$ cat src/rtl/ss_freq_loop_if.sv
// Control/status bundle between the FLL core and its surroundings (DCO driver, config, monitor).
// Pure wiring, no latency.
// No backpressure: every signal is a level or a one-cycle pulse sampled on ref_clk.
interface ss_freq_loop_if #(
  parameter int CNT_W  = 12,
  parameter int CODE_W = 8
);
  logic                    enable;
  logic                    dco_pulse;
  logic [CNT_W-1:0]        target_cnt;
  logic [CNT_W-1:0]        lock_tol;
  logic                    ss_en;
  logic [7:0]              ss_depth;
  logic [CODE_W-1:0]       dco_code;
  logic [CNT_W-1:0]        meas_cnt;
  logic                    meas_valid;
  logic                    freq_update;
  logic                    freq_incr_decr;
  logic                    fll_locked;
  logic signed [CNT_W:0]   ss_offset;

  // Controller / environment side
  modport master (
    output enable, dco_pulse, target_cnt, lock_tol, ss_en, ss_depth,
    input  dco_code, meas_cnt, meas_valid, freq_update, freq_incr_decr, fll_locked, ss_offset
  );

  // FLL core side
  modport slave (
    input  enable, dco_pulse, target_cnt, lock_tol, ss_en, ss_depth,
    output dco_code, meas_cnt, meas_valid, freq_update, freq_incr_decr, fll_locked, ss_offset
  );
endinterface

$ cat src/rtl/ss_freq_loop.sv
// Frequency-locked loop: counts divided-DCO pulses per window, steers dco_code toward target + ss_offset.
// One iteration = WIN_LEN+2 ref_clk cycles (MEASURE x WIN_LEN, COMPARE, UPDATE); all outputs registered.
// No backpressure: dco_pulse is sampled every MEASURE cycle; enable=0 parks the loop in IDLE.
module ss_freq_loop #(
  parameter int CNT_W       = 12,
  parameter int CODE_W      = 8,
  parameter int WIN_LEN     = 256,
  parameter int LOCK_WINS   = 4,
  parameter int COARSE_THR  = 16,
  parameter int COARSE_STEP = 8,
  parameter int CODE_INIT   = 2 ** (CODE_W - 1)
) (
  input logic           ref_clk,
  input logic           reset,
  ss_freq_loop_if.slave bus
);

  localparam int WIN_W  = $clog2(WIN_LEN + 1);
  localparam int LOCK_W = $clog2(LOCK_WINS + 1);
  localparam int DIFF_W = CNT_W + 2;
  localparam int SW     = CODE_W + 2;

  localparam logic [WIN_W-1:0]     WIN_LAST  = WIN_W'(WIN_LEN - 1);
  localparam logic [LOCK_W-1:0]    LOCK_FULL = LOCK_W'(LOCK_WINS);
  localparam logic [CNT_W-1:0]     CNT_MAX   = '1;
  localparam logic [DIFF_W-1:0]    THR       = DIFF_W'(COARSE_THR);
  localparam logic signed [SW-1:0] STEP_C    = SW'(COARSE_STEP);
  localparam logic signed [SW-1:0] STEP_F    = SW'(1);
  localparam logic signed [SW-1:0] CODE_MAX  = SW'((2 ** CODE_W) - 1);
  localparam logic [CODE_W-1:0]    CODE_RST  = CODE_W'(CODE_INIT);

  typedef enum logic [1:0] {S_IDLE, S_MEASURE, S_COMPARE, S_UPDATE} state_t;

  state_t                   state_q;
  logic [WIN_W-1:0]         win_cnt_q;
  logic [CNT_W-1:0]         pulse_cnt_q;
  logic signed [DIFF_W-1:0] target_eff_q;
  logic signed [DIFF_W-1:0] diff_q;
  logic                     in_range_q;
  logic [LOCK_W-1:0]        lock_cnt_q;
  logic                     fll_locked_q;
  logic [CODE_W-1:0]        dco_code_q;
  logic [CNT_W-1:0]         meas_cnt_q;
  logic                     meas_valid_q;
  logic                     freq_update_q;
  logic                     freq_incr_decr_q;
  logic signed [CNT_W:0]    ss_offset_q;
  logic                     ss_dn_q;

  logic [CNT_W-1:0]         pulse_cnt_d;
  logic signed [DIFF_W-1:0] diff_c;
  logic [DIFF_W-1:0]        abs_c;
  logic                     in_range_c;
  logic [LOCK_W-1:0]        lock_cnt_d;

  logic [DIFF_W-1:0]        abs_q;
  logic signed [SW-1:0]     step_c;
  logic signed [SW-1:0]     code_ext;
  logic signed [SW-1:0]     code_sum;
  logic [CODE_W-1:0]        code_d;
  logic                     code_chg;
  logic signed [CNT_W:0]    depth_s;
  logic signed [CNT_W:0]    ss_offset_d;
  logic                     ss_dn_d;
  logic signed [CNT_W:0]    ss_offset_sel;
  logic signed [DIFF_W-1:0] tgt_next_c;

  // Window measurement: saturating pulse count, signed error vs sampled target, lock-counter step
  always_comb begin
    pulse_cnt_d = pulse_cnt_q;
    if (bus.dco_pulse && (pulse_cnt_q != CNT_MAX)) pulse_cnt_d = pulse_cnt_q + CNT_W'(1);
    diff_c     = target_eff_q - $signed({2'b00, pulse_cnt_q});
    abs_c      = diff_c[DIFF_W-1] ? $unsigned(-diff_c) : $unsigned(diff_c);
    in_range_c = (abs_c <= {2'b00, bus.lock_tol});
    lock_cnt_d = '0;
    if (in_range_c) lock_cnt_d = (lock_cnt_q == LOCK_FULL) ? lock_cnt_q : lock_cnt_q + LOCK_W'(1);
  end

  // Correction: coarse/fine step toward the error, clamped to the code range; plus next triangle offset
  always_comb begin
    abs_q    = diff_q[DIFF_W-1] ? $unsigned(-diff_q) : $unsigned(diff_q);
    step_c   = (abs_q > THR) ? STEP_C : STEP_F;
    code_ext = $signed({2'b00, dco_code_q});
    code_sum = diff_q[DIFF_W-1] ? (code_ext - step_c) : (code_ext + step_c);
    if (code_sum[SW-1])           code_d = '0;
    else if (code_sum > CODE_MAX) code_d = '1;
    else                          code_d = code_sum[CODE_W-1:0];
    // A locked loop that is still in range leaves the code alone so dithering is not fought
    if ((diff_q == '0) || (in_range_q && fll_locked_q)) code_d = dco_code_q;
    code_chg = (code_d != dco_code_q);

    depth_s     = $signed({{(CNT_W - 7){1'b0}}, bus.ss_depth});
    ss_offset_d = ss_offset_q;
    ss_dn_d     = ss_dn_q;
    if (!(bus.ss_en && fll_locked_q) || (bus.ss_depth == 8'd0)) begin
      ss_offset_d = '0;
      ss_dn_d     = 1'b0;
    end else if (!ss_dn_q) begin
      if (ss_offset_q >= depth_s) begin
        ss_dn_d     = 1'b1;
        ss_offset_d = ss_offset_q - (CNT_W + 1)'(1);
      end else begin
        ss_offset_d = ss_offset_q + (CNT_W + 1)'(1);
      end
    end else begin
      if (ss_offset_q <= -depth_s) begin
        ss_dn_d     = 1'b0;
        ss_offset_d = ss_offset_q + (CNT_W + 1)'(1);
      end else begin
        ss_offset_d = ss_offset_q - (CNT_W + 1)'(1);
      end
    end

    // Target for the upcoming window already includes the offset written in this UPDATE
    ss_offset_sel = (state_q == S_UPDATE) ? ss_offset_d : ss_offset_q;
    tgt_next_c    = $signed({2'b00, bus.target_cnt}) + $signed({ss_offset_sel[CNT_W], ss_offset_sel});
  end

  // Loop sequencer with all state and registered outputs; reset discards any partial window
  always_ff @(posedge ref_clk) begin
    if (!reset) begin
      state_q          <= S_IDLE;
      win_cnt_q        <= '0;
      pulse_cnt_q      <= '0;
      target_eff_q     <= '0;
      diff_q           <= '0;
      in_range_q       <= 1'b0;
      lock_cnt_q       <= '0;
      fll_locked_q     <= 1'b0;
      dco_code_q       <= CODE_RST;
      meas_cnt_q       <= '0;
      meas_valid_q     <= 1'b0;
      freq_update_q    <= 1'b0;
      freq_incr_decr_q <= 1'b0;
      ss_offset_q      <= '0;
      ss_dn_q          <= 1'b0;
    end else begin
      meas_valid_q  <= 1'b0;
      freq_update_q <= 1'b0;
      if (!bus.enable) begin
        state_q     <= S_IDLE;
        win_cnt_q   <= '0;
        pulse_cnt_q <= '0;
      end else begin
        case (state_q)
          S_IDLE: begin
            state_q      <= S_MEASURE;
            win_cnt_q    <= '0;
            pulse_cnt_q  <= '0;
            target_eff_q <= tgt_next_c;
          end
          S_MEASURE: begin
            pulse_cnt_q <= pulse_cnt_d;
            if (win_cnt_q == WIN_LAST) begin
              win_cnt_q <= '0;
              state_q   <= S_COMPARE;
            end else begin
              win_cnt_q <= win_cnt_q + WIN_W'(1);
            end
          end
          S_COMPARE: begin
            meas_cnt_q   <= pulse_cnt_q;
            meas_valid_q <= 1'b1;
            diff_q       <= diff_c;
            in_range_q   <= in_range_c;
            lock_cnt_q   <= lock_cnt_d;
            fll_locked_q <= (lock_cnt_d == LOCK_FULL);
            pulse_cnt_q  <= '0;
            state_q      <= S_UPDATE;
          end
          S_UPDATE: begin
            dco_code_q <= code_d;
            if (code_chg) begin
              freq_update_q    <= 1'b1;
              freq_incr_decr_q <= ~diff_q[DIFF_W-1];
            end
            ss_offset_q  <= ss_offset_d;
            ss_dn_q      <= ss_dn_d;
            target_eff_q <= tgt_next_c;
            state_q      <= S_MEASURE;
          end
          default: state_q <= S_IDLE;
        endcase
      end
    end
  end

  assign bus.dco_code       = dco_code_q;
  assign bus.meas_cnt       = meas_cnt_q;
  assign bus.meas_valid     = meas_valid_q;
  assign bus.freq_update    = freq_update_q;
  assign bus.freq_incr_decr = freq_incr_decr_q;
  assign bus.fll_locked     = fll_locked_q;
  assign bus.ss_offset      = ss_offset_q;

endmodule

$ cat src/flat_wrapper.sv
// flat-port wrapper written by rule: the top's interface ports become plain ports
module ss_freq_loop_flat 
#(
  parameter int CNT_W       = 12,
  parameter int CODE_W      = 8,
  parameter int WIN_LEN     = 256,
  parameter int LOCK_WINS   = 4,
  parameter int COARSE_THR  = 16,
  parameter int COARSE_STEP = 8,
  parameter int CODE_INIT   = 2 ** (CODE_W - 1)
)
  (ref_clk, reset, bus_enable, bus_dco_pulse, bus_target_cnt, bus_lock_tol, bus_ss_en, bus_ss_depth, bus_dco_code, bus_meas_cnt, bus_meas_valid, bus_freq_update, bus_freq_incr_decr, bus_fll_locked, bus_ss_offset);
  ss_freq_loop_if #(.CNT_W(CNT_W), .CODE_W(CODE_W)) bus_i ();
  input logic ref_clk;
  input logic reset;
  input wire logic [$bits(bus_i.enable)-1:0] bus_enable;
  input wire logic [$bits(bus_i.dco_pulse)-1:0] bus_dco_pulse;
  input wire logic [$bits(bus_i.target_cnt)-1:0] bus_target_cnt;
  input wire logic [$bits(bus_i.lock_tol)-1:0] bus_lock_tol;
  input wire logic [$bits(bus_i.ss_en)-1:0] bus_ss_en;
  input wire logic [$bits(bus_i.ss_depth)-1:0] bus_ss_depth;
  output wire logic [$bits(bus_i.dco_code)-1:0] bus_dco_code;
  output wire logic [$bits(bus_i.meas_cnt)-1:0] bus_meas_cnt;
  output wire logic [$bits(bus_i.meas_valid)-1:0] bus_meas_valid;
  output wire logic [$bits(bus_i.freq_update)-1:0] bus_freq_update;
  output wire logic [$bits(bus_i.freq_incr_decr)-1:0] bus_freq_incr_decr;
  output wire logic [$bits(bus_i.fll_locked)-1:0] bus_fll_locked;
  output wire logic [$bits(bus_i.ss_offset)-1:0] bus_ss_offset;
  assign bus_i.enable = bus_enable;
  assign bus_i.dco_pulse = bus_dco_pulse;
  assign bus_i.target_cnt = bus_target_cnt;
  assign bus_i.lock_tol = bus_lock_tol;
  assign bus_i.ss_en = bus_ss_en;
  assign bus_i.ss_depth = bus_ss_depth;
  assign bus_dco_code = bus_i.dco_code;
  assign bus_meas_cnt = bus_i.meas_cnt;
  assign bus_meas_valid = bus_i.meas_valid;
  assign bus_freq_update = bus_i.freq_update;
  assign bus_freq_incr_decr = bus_i.freq_incr_decr;
  assign bus_fll_locked = bus_i.fll_locked;
  assign bus_ss_offset = bus_i.ss_offset;
  ss_freq_loop #(.CNT_W(CNT_W), .CODE_W(CODE_W), .WIN_LEN(WIN_LEN), .LOCK_WINS(LOCK_WINS), .COARSE_THR(COARSE_THR), .COARSE_STEP(COARSE_STEP), .CODE_INIT(CODE_INIT)) u_core (.ref_clk(ref_clk), .reset(reset), .bus(bus_i));
endmodule
$ cat config.mk
export PLATFORM = sky130hd
export DESIGN_NAME = ss_freq_loop_flat
export DESIGN_NICKNAME = d
export VERILOG_FILES = /design/src/rtl/ss_freq_loop_if.sv /design/src/rtl/ss_freq_loop.sv /design/src/flat_wrapper.sv
export SDC_FILE = /design/constraint.sdc
export NUM_CORES = 1
export LEC_CHECK = 0
export ABC_AREA = 1
export CAP_MARGIN = 25
export CORE_MARGIN = 2
export CORE_UTILIZATION = 30
export CTS_CLUSTER_DIAMETER = 100
export DETAILED_ROUTE_END_ITERATION = 8
export PLACE_DENSITY = 0.48
export SLEW_MARGIN = 20
export SYNTH_ARGS = -nofsm -noshare
export SYNTH_HDL_FRONTEND = slang
export SYNTH_SLANG_ARGS = --single-unit
$ cat constraint.sdc
create_clock -name ref_clk -period 4.8 [get_ports ref_clk]
set_input_delay 0.72 -clock ref_clk [delete_from_list [all_inputs] [get_ports ref_clk]]
set_output_delay 0.72 -clock ref_clk [all_outputs]
set_load 0.1 [all_outputs]
Word level (Yosys, flattened, before mapping):

Cells that the tools add are included.

* mux-type cells: 26
* equality and inequality tests: 10
* magnitude comparators: 5
* add/subtract/negate cells: 12
* reduce and logical (&&, ||, !) cells: 20
* bitwise logic cells: 1

Operators by type and width (number)
* two-way mux 13 bit: 5
* two-way mux 14 bit: 2
* negation 14 bit: 2
* two-way mux 8 bit: 3
* case mux 12 bit (2 select lines): 1
* case mux 9 bit (2 select lines): 1
* adder 13 x 13 -> 14 bit: 1
* greater-than comparator 14 x 5 -> 1 bit, second input constant: 1
* less-or-equal comparator 14 x 12 -> 1 bit: 1
* zero test 14 bit: 1
* subtractor 14 x 13 -> 14 bit: 1
* adder 13 x 2 -> 13 bit, second input constant: 1
* greater-or-equal comparator 13 x 9 -> 1 bit: 1
* less-or-equal comparator 13 bit: 1
* negation 8 -> 13 bit: 1
* subtractor 13 x 2 -> 13 bit, second input constant: 1
* adder 12 x 1 -> 12 bit, second input constant: 1
* two-way mux 12 bit: 1
* inequality test 12 bit, second input constant: 1
* adder 9 x 10 -> 10 bit: 1
* greater-than comparator 10 x 9 -> 1 bit, second input constant: 1
* two-way mux 10 bit: 1
* AND reduction 2 bit: 5
* subtractor 9 x 10 -> 10 bit: 1
* other kinds (23): 38

* register bits after elaboration: 93
* input port bits: 37
* output and inout bits: 37
* logic and storage cells: 89

Logic depth before layout (Yosys ltp):

* word-level depth: 12
* gate-level depth with buffers: 37
* depth with buffers taken out: 36

Worst setup path after synthesis:

No wires, ideal clock.

* path type: in2reg
* from: in bus_ss_depth[1]
* to: reg u_core.target_eff_q[11]
* stages: 31
* library setup time: 0.115 ns
* setup slack: 0.387 ns
* path buffers: 1
* data arrival time: 4.297 ns
* data required time: 4.685 ns
* cells stage by stage: nor3_1 -> nand4_1 -> nor2_1 -> xor2_1 -> ha_1 -> nand2_1 -> o21ai_0 -> nand2_1 -> nand3_1 -> nand2_1 -> nand3_1 -> nand2_1 -> o21ai_1 -> buf_2 -> nand2_1 -> o211ai_1 -> o21ai_0 -> ha_1 -> a21oi_1 -> o21a_1 -> nand2_1 -> nand2_1 -> nand2_1 -> nand2_1 -> nand2_1 -> nand2_1 -> nand2_1 -> a21oi_1 -> xnor2_1 -> o21ai_0 -> inv_1

* word-level cells in the longest chain between the ends: 7
* elaborated cells between the ends (all ways): 11
* those cells by class: 2 x add/sub; 2 x order compare; 5 x mux; 2 x reduce/logical

RTL lines
* start: declaration: RTL line flat_wrapper.sv:21 `input wire logic [$bits(bus_i.ss_depth)-1:0] bus_ss_depth;`
* negation 8 -> 13 bit: RTL line ss_freq_loop.sv:106 `if (ss_offset_q <= -depth_s) begin`
* less-or-equal comparator 13 bit: RTL line ss_freq_loop.sv:106
* two-way mux 13 bit: RTL line ss_freq_loop.sv:106
* two-way mux 13 bit: RTL line ss_freq_loop.sv:98 `end else if (!ss_dn_q) begin`
* two-way mux 13 bit (*): RTL line ss_freq_loop.sv:95 `if (!(bus.ss_en && fll_locked_q) || (bus.ss_depth == 8'd0)) begin`
* two-way mux 13 bit (*): RTL line ss_freq_loop.sv:115 `ss_offset_sel = (state_q == S_UPDATE) ? ss_offset_d : ss_offset_q;`
* net u_core.ss_offset_sel[6]: RTL line ss_freq_loop.sv:65 `logic signed [CNT_W:0] ss_offset_sel;`
* adder 13 x 13 -> 14 bit (*): RTL line ss_freq_loop.sv:116 `tgt_next_c = $signed({2'b00, bus.target_cnt}) + $signed({ss_offset_sel[CNT_W], ss_offset_sel});`
* end signal: assignment: RTL line ss_freq_loop.sv:150 `target_eff_q <= tgt_next_c;`
* end signal: assignment: RTL line ss_freq_loop.sv:179 `target_eff_q <= tgt_next_c;`
* end: declaration: RTL line ss_freq_loop.sv:37 `logic signed [DIFF_W-1:0] target_eff_q;`

Mark *: on every way through the listed nets, which the timed path passes. The rest lies on a longest branch.
A chain may end at the register's enable or synchronous reset.

Final worst setup path:

* from: in bus_ss_depth[3]
* to: reg u_core.target_eff_q[10]

The elaborated chain is that of the path after synthesis.

==> impl_metrics.ini <==
[routing]
wirelength_um = 22200
num_vias = 7788
ant_nets = 0
routedWlPerCell_um = 13.30
route.detailed.drc = 0
drt_iter0_drc = 390
firstDrtPassIters = 5
vias_per_cell = 4.666

[floorplan]
design.core.area_mm2 = 0.02584
io_pins = 74
start_util_pct = 30.28
rows = 59
die_w_um = 165.5
die_h_um = 165.5
dieArea_mm2 = 0.02739

[yosys]
yosys-top-cells-count = nand2_1 (229), inv_1 (202), o21ai_0 (97)
syn_area_per_cell_um2 = 6.531
ys_warn_count = 0
synth_edf_count = 0
synth_area_mm2 = 0.007824
synthFlopType = dfxtp_1
ys_seq_elements = 93
yosysMostFrequentCell = nand2_1
ys_seq_area_share_pct = 23.80
synthArstFlopShare_pct = 0
ys_types = 44
synth_top_cell_by_area = dfxtp_1
syn_nets = 1312
synth_top_area_share_pct = 23.80
postSynthCellCount = 1198
synth_area_leaders = dfxtp_1 (24%), ha_1 (12%), nand2_1 (11%), inv_1 (9.7%), o21ai_0 (6.2%)

[worst_setup_path]
cp_data_required_time_ns = 5.03
crit_fanout = 7
path_class = in -> reg
crit_buf_inv = 6
critPathArrivalTime_ns = 4.73
critPathMostFrequentCell = nand2_1
path_delay_family = compound AO/OA/AOI/OAI gates
max_stage_delay_ns = 0.43
cp_slowest_cell = clkdlybuf4s50_1
cp-start-kind = input port
cp-end-kind = flip-flop

[sta]
rsz0062_at_grt = false
finalHoldViolCount = 0
fmax_mhz = 222.5
tightestPinTransition_ns = 0.9900
slew_violations = 0
relSlewSlack_pct = 33.80
setup_viol = 0
fin_skew_ns = 0.01555
setup_tns_ns = 0
min_period_ns = 4.495
period_share_pct = 93.64

[power]
switching_power_mw = 0.9045
pwr-share-comb_pct = 35.9
p_int_mw = 1.537
p_leak_nw = 4.732
ir_worst_vdd_mv = 0.1440
swShare_pct = 37.05
power_density_mw_per_mm2 = 248.7
clkPwrFrac_pct = 30.7
seq_power_share_pct = 33.4

[clock_tree]
h-tree-depth = 3
numCtsBuffers = 9
hold_buffers = 0
cts_tree = built
cts-root-buf = clkbuf_16
clock_path_buffers = 2
cts_sinks = 93
clkSlewWorstSetupHoldPaths_ns = 0.08
insertion_delay_ns = 0.35

[global_route]
grt_pass1_wl_um = 35820
grt_max_degree = 39
antenna_found_initial = 0
grt_pass1_vias = 7294
track_usage_pct = 16.49
grt_overflow = 0

[run]
maxCapViolCount = 0

[place]
dpl.hpwl_um = 17810
place_congestion = 0.8373
io_buffers = 73

[finish]
nNetsFinal = 1443
diodes = 0
drive_above_1_share_pct = 12.07
nFillCells = 2824
final_util_pct = 38.00
syn2layout_area_growth_pct = 25.48

[hold_path]
hp-class = reg -> reg

[outcome]
status = complete, no violations
==> final timing paths <==
check / cells after the start / start / slack [ns] / to
setup / recovery: 31 / bus_ss_depth[3] / 0.31 / u_core.target_eff_q[10]
hold / removal: 2 / u_core.win_cnt_q[8] / 0.47 / u_core.win_cnt_q[8]
setup reg to reg: 28 / u_core.pulse_cnt_q[6] / 0.81 / u_core.lock_cnt_q[2]
hold reg to reg: 2 / u_core.win_cnt_q[8] / 0.47 / u_core.win_cnt_q[8]
==> area by class of cell <==
type | instances | area [um2] | area share [%]
flip-flops and latches | 93 | 1862 | 18.97
multi-input cells | 865 | 5101 | 51.96
inverters | 213 | 799.5 | 8.144
clock inverters | 5 | 65.06 | 0.6628
clock buffers | 11 | 242.7 | 2.473
repair buffers | 147 | 1328 | 13.52
well taps | 335 | 419.2 | 4.270
==> cells in the final DEF, fill, tap and decap left out, types with 3 or more instances in the layout <==
| master | Yosys | routed |
|---|---|---|
| buf_4 | 0 | 71 |
| dfxtp_1 | 93 | 93 |
| nand3_2 | 12 | 15 |
| clkdlybuf4s50_1 | 0 | 70 |
| a211oi_1 | 5 | 5 |
| nand4_1 | 30 | 30 |
| o211ai_1 | 13 | 13 |
| dlymetal6s2s_1 | 0 | 3 |
| inv_2 | 9 | 12 |
| nor2_2 | 7 | 8 |
| o21a_1 | 3 | 3 |
| inv_1 | 202 | 198 |
| clkbuf_16 | 0 | 10 |
| o21ai_0 | 97 | 87 |
| o21ai_1 | 4 | 11 |
| a21oi_1 | 92 | 89 |
| a21oi_2 | 3 | 6 |
| xor2_1 | 54 | 54 |
| o21ai_2 | 0 | 3 |
| nand3b_1 | 3 | 3 |
| nand2_2 | 18 | 20 |
| nor3_2 | 2 | 3 |
| nand2_1 | 229 | 227 |
| nor3_1 | 23 | 22 |
| xnor2_1 | 5 | 5 |
| ha_1 | 75 | 74 |
| nor2_1 | 84 | 83 |
| nor4_1 | 5 | 5 |
| o22ai_1 | 14 | 14 |
| nand3_1 | 69 | 66 |
| clkinv_1 | 2 | 3 |
==> power groups by stage <==
stage | Clock (mW) | Combinational (mW) | Sequential, mW
5_1_grt | 0.800 | 1.00 | 0.818
6_report | 0.750 | 0.877 | 0.815
3_5_place_dp | 0 | 0.875 | 0.833
3_3_place_gp | 0 | 0.869 | 0.833
2_1_floorplan | 0 | 0.621 | 0.859
4_1_cts | 0.781 | 0.879 | 0.815
==> worst register-to-register path: cells and delay by family, from the launching register on <==
family	cells	cell delay, ns
AOI/OAI and AO/OA	6	0.83
DFF	1	0.38
xor gates and xnor gates	1	0.19
adders and majority gates	2	0.66
buffers and inverters	4	0.42
and+or+nand+nor	15	1.38
==> routing by layer <==
layer | vias up | wire, um | GRT usage (%)
li1 | 4184 | - | -
met1 | 3472 | 10950 | 21.85
met2 | 115 | 10380 | 28.12
met3 | 17 | 604 | 2.273
met4 | 0 | 261 | 4.232
met5 | - | 0 | 0
==> sequential cells by signal (all words and copies together), names as in the netlist, 2 cells and up <==
name	cells
u_core.diff_q	14
u_core.bus.dco_code	8
u_core.lock_cnt_q	3
u_core.win_cnt_q	9
u_core.bus.meas_cnt	12
u_core.pulse_cnt_q	12
u_core.target_eff_q	14
u_core.bus.ss_offset	13
u_core.state_q	2
==> timing repair <==
action                     4_1_cts  5_1_grt
setup endpoints to repair        4        9
pin swaps                        1       14
buffers inserted                 1        7
gates resized for setup          4       28
==> kinds of logic (layout without fill, tap and decap cells) <==
logic type / count (synthesis) / in the layout / share of synthesized area, %
muxes: 1 / 1 / 0.1279
xor gates and xnor gates: 59 / 59 / 6.605
and+or+nand+nor: 486 / 486 / 28.26
buffers and inverters: 240 / 376 / 11.67
adders and majority gates: 77 / 77 / 12.51
AOI/OAI and AO/OA: 242 / 242 / 17.03
DFF: 93 / 93 / 23.80
==> per-stage QoR <==
step | instance area (um2) | total power, mW | setup WS (ns) | instances | hold slack, ns
2_1_floorplan | 7824 | 1.480 | 0.3875 | 1198 | 0.4283
3_3_place_gp | 9360 | 1.701 | -0.4063 | 1644 | 0.4484
3_5_place_dp | 9360 | 1.707 | -0.4717 | 1644 | 0.4442
4_1_cts | 9683 | 2.474 | 0.002024 | 1661 | 0.4583
5_1_grt | 9817 | 2.620 | 0.01055 | 1669 | 0.4916
6_report | 9817 | 2.441 | 0.3052 | 1669 | 0.4653
No activity file was read; power rests on OpenSTA's default activity.
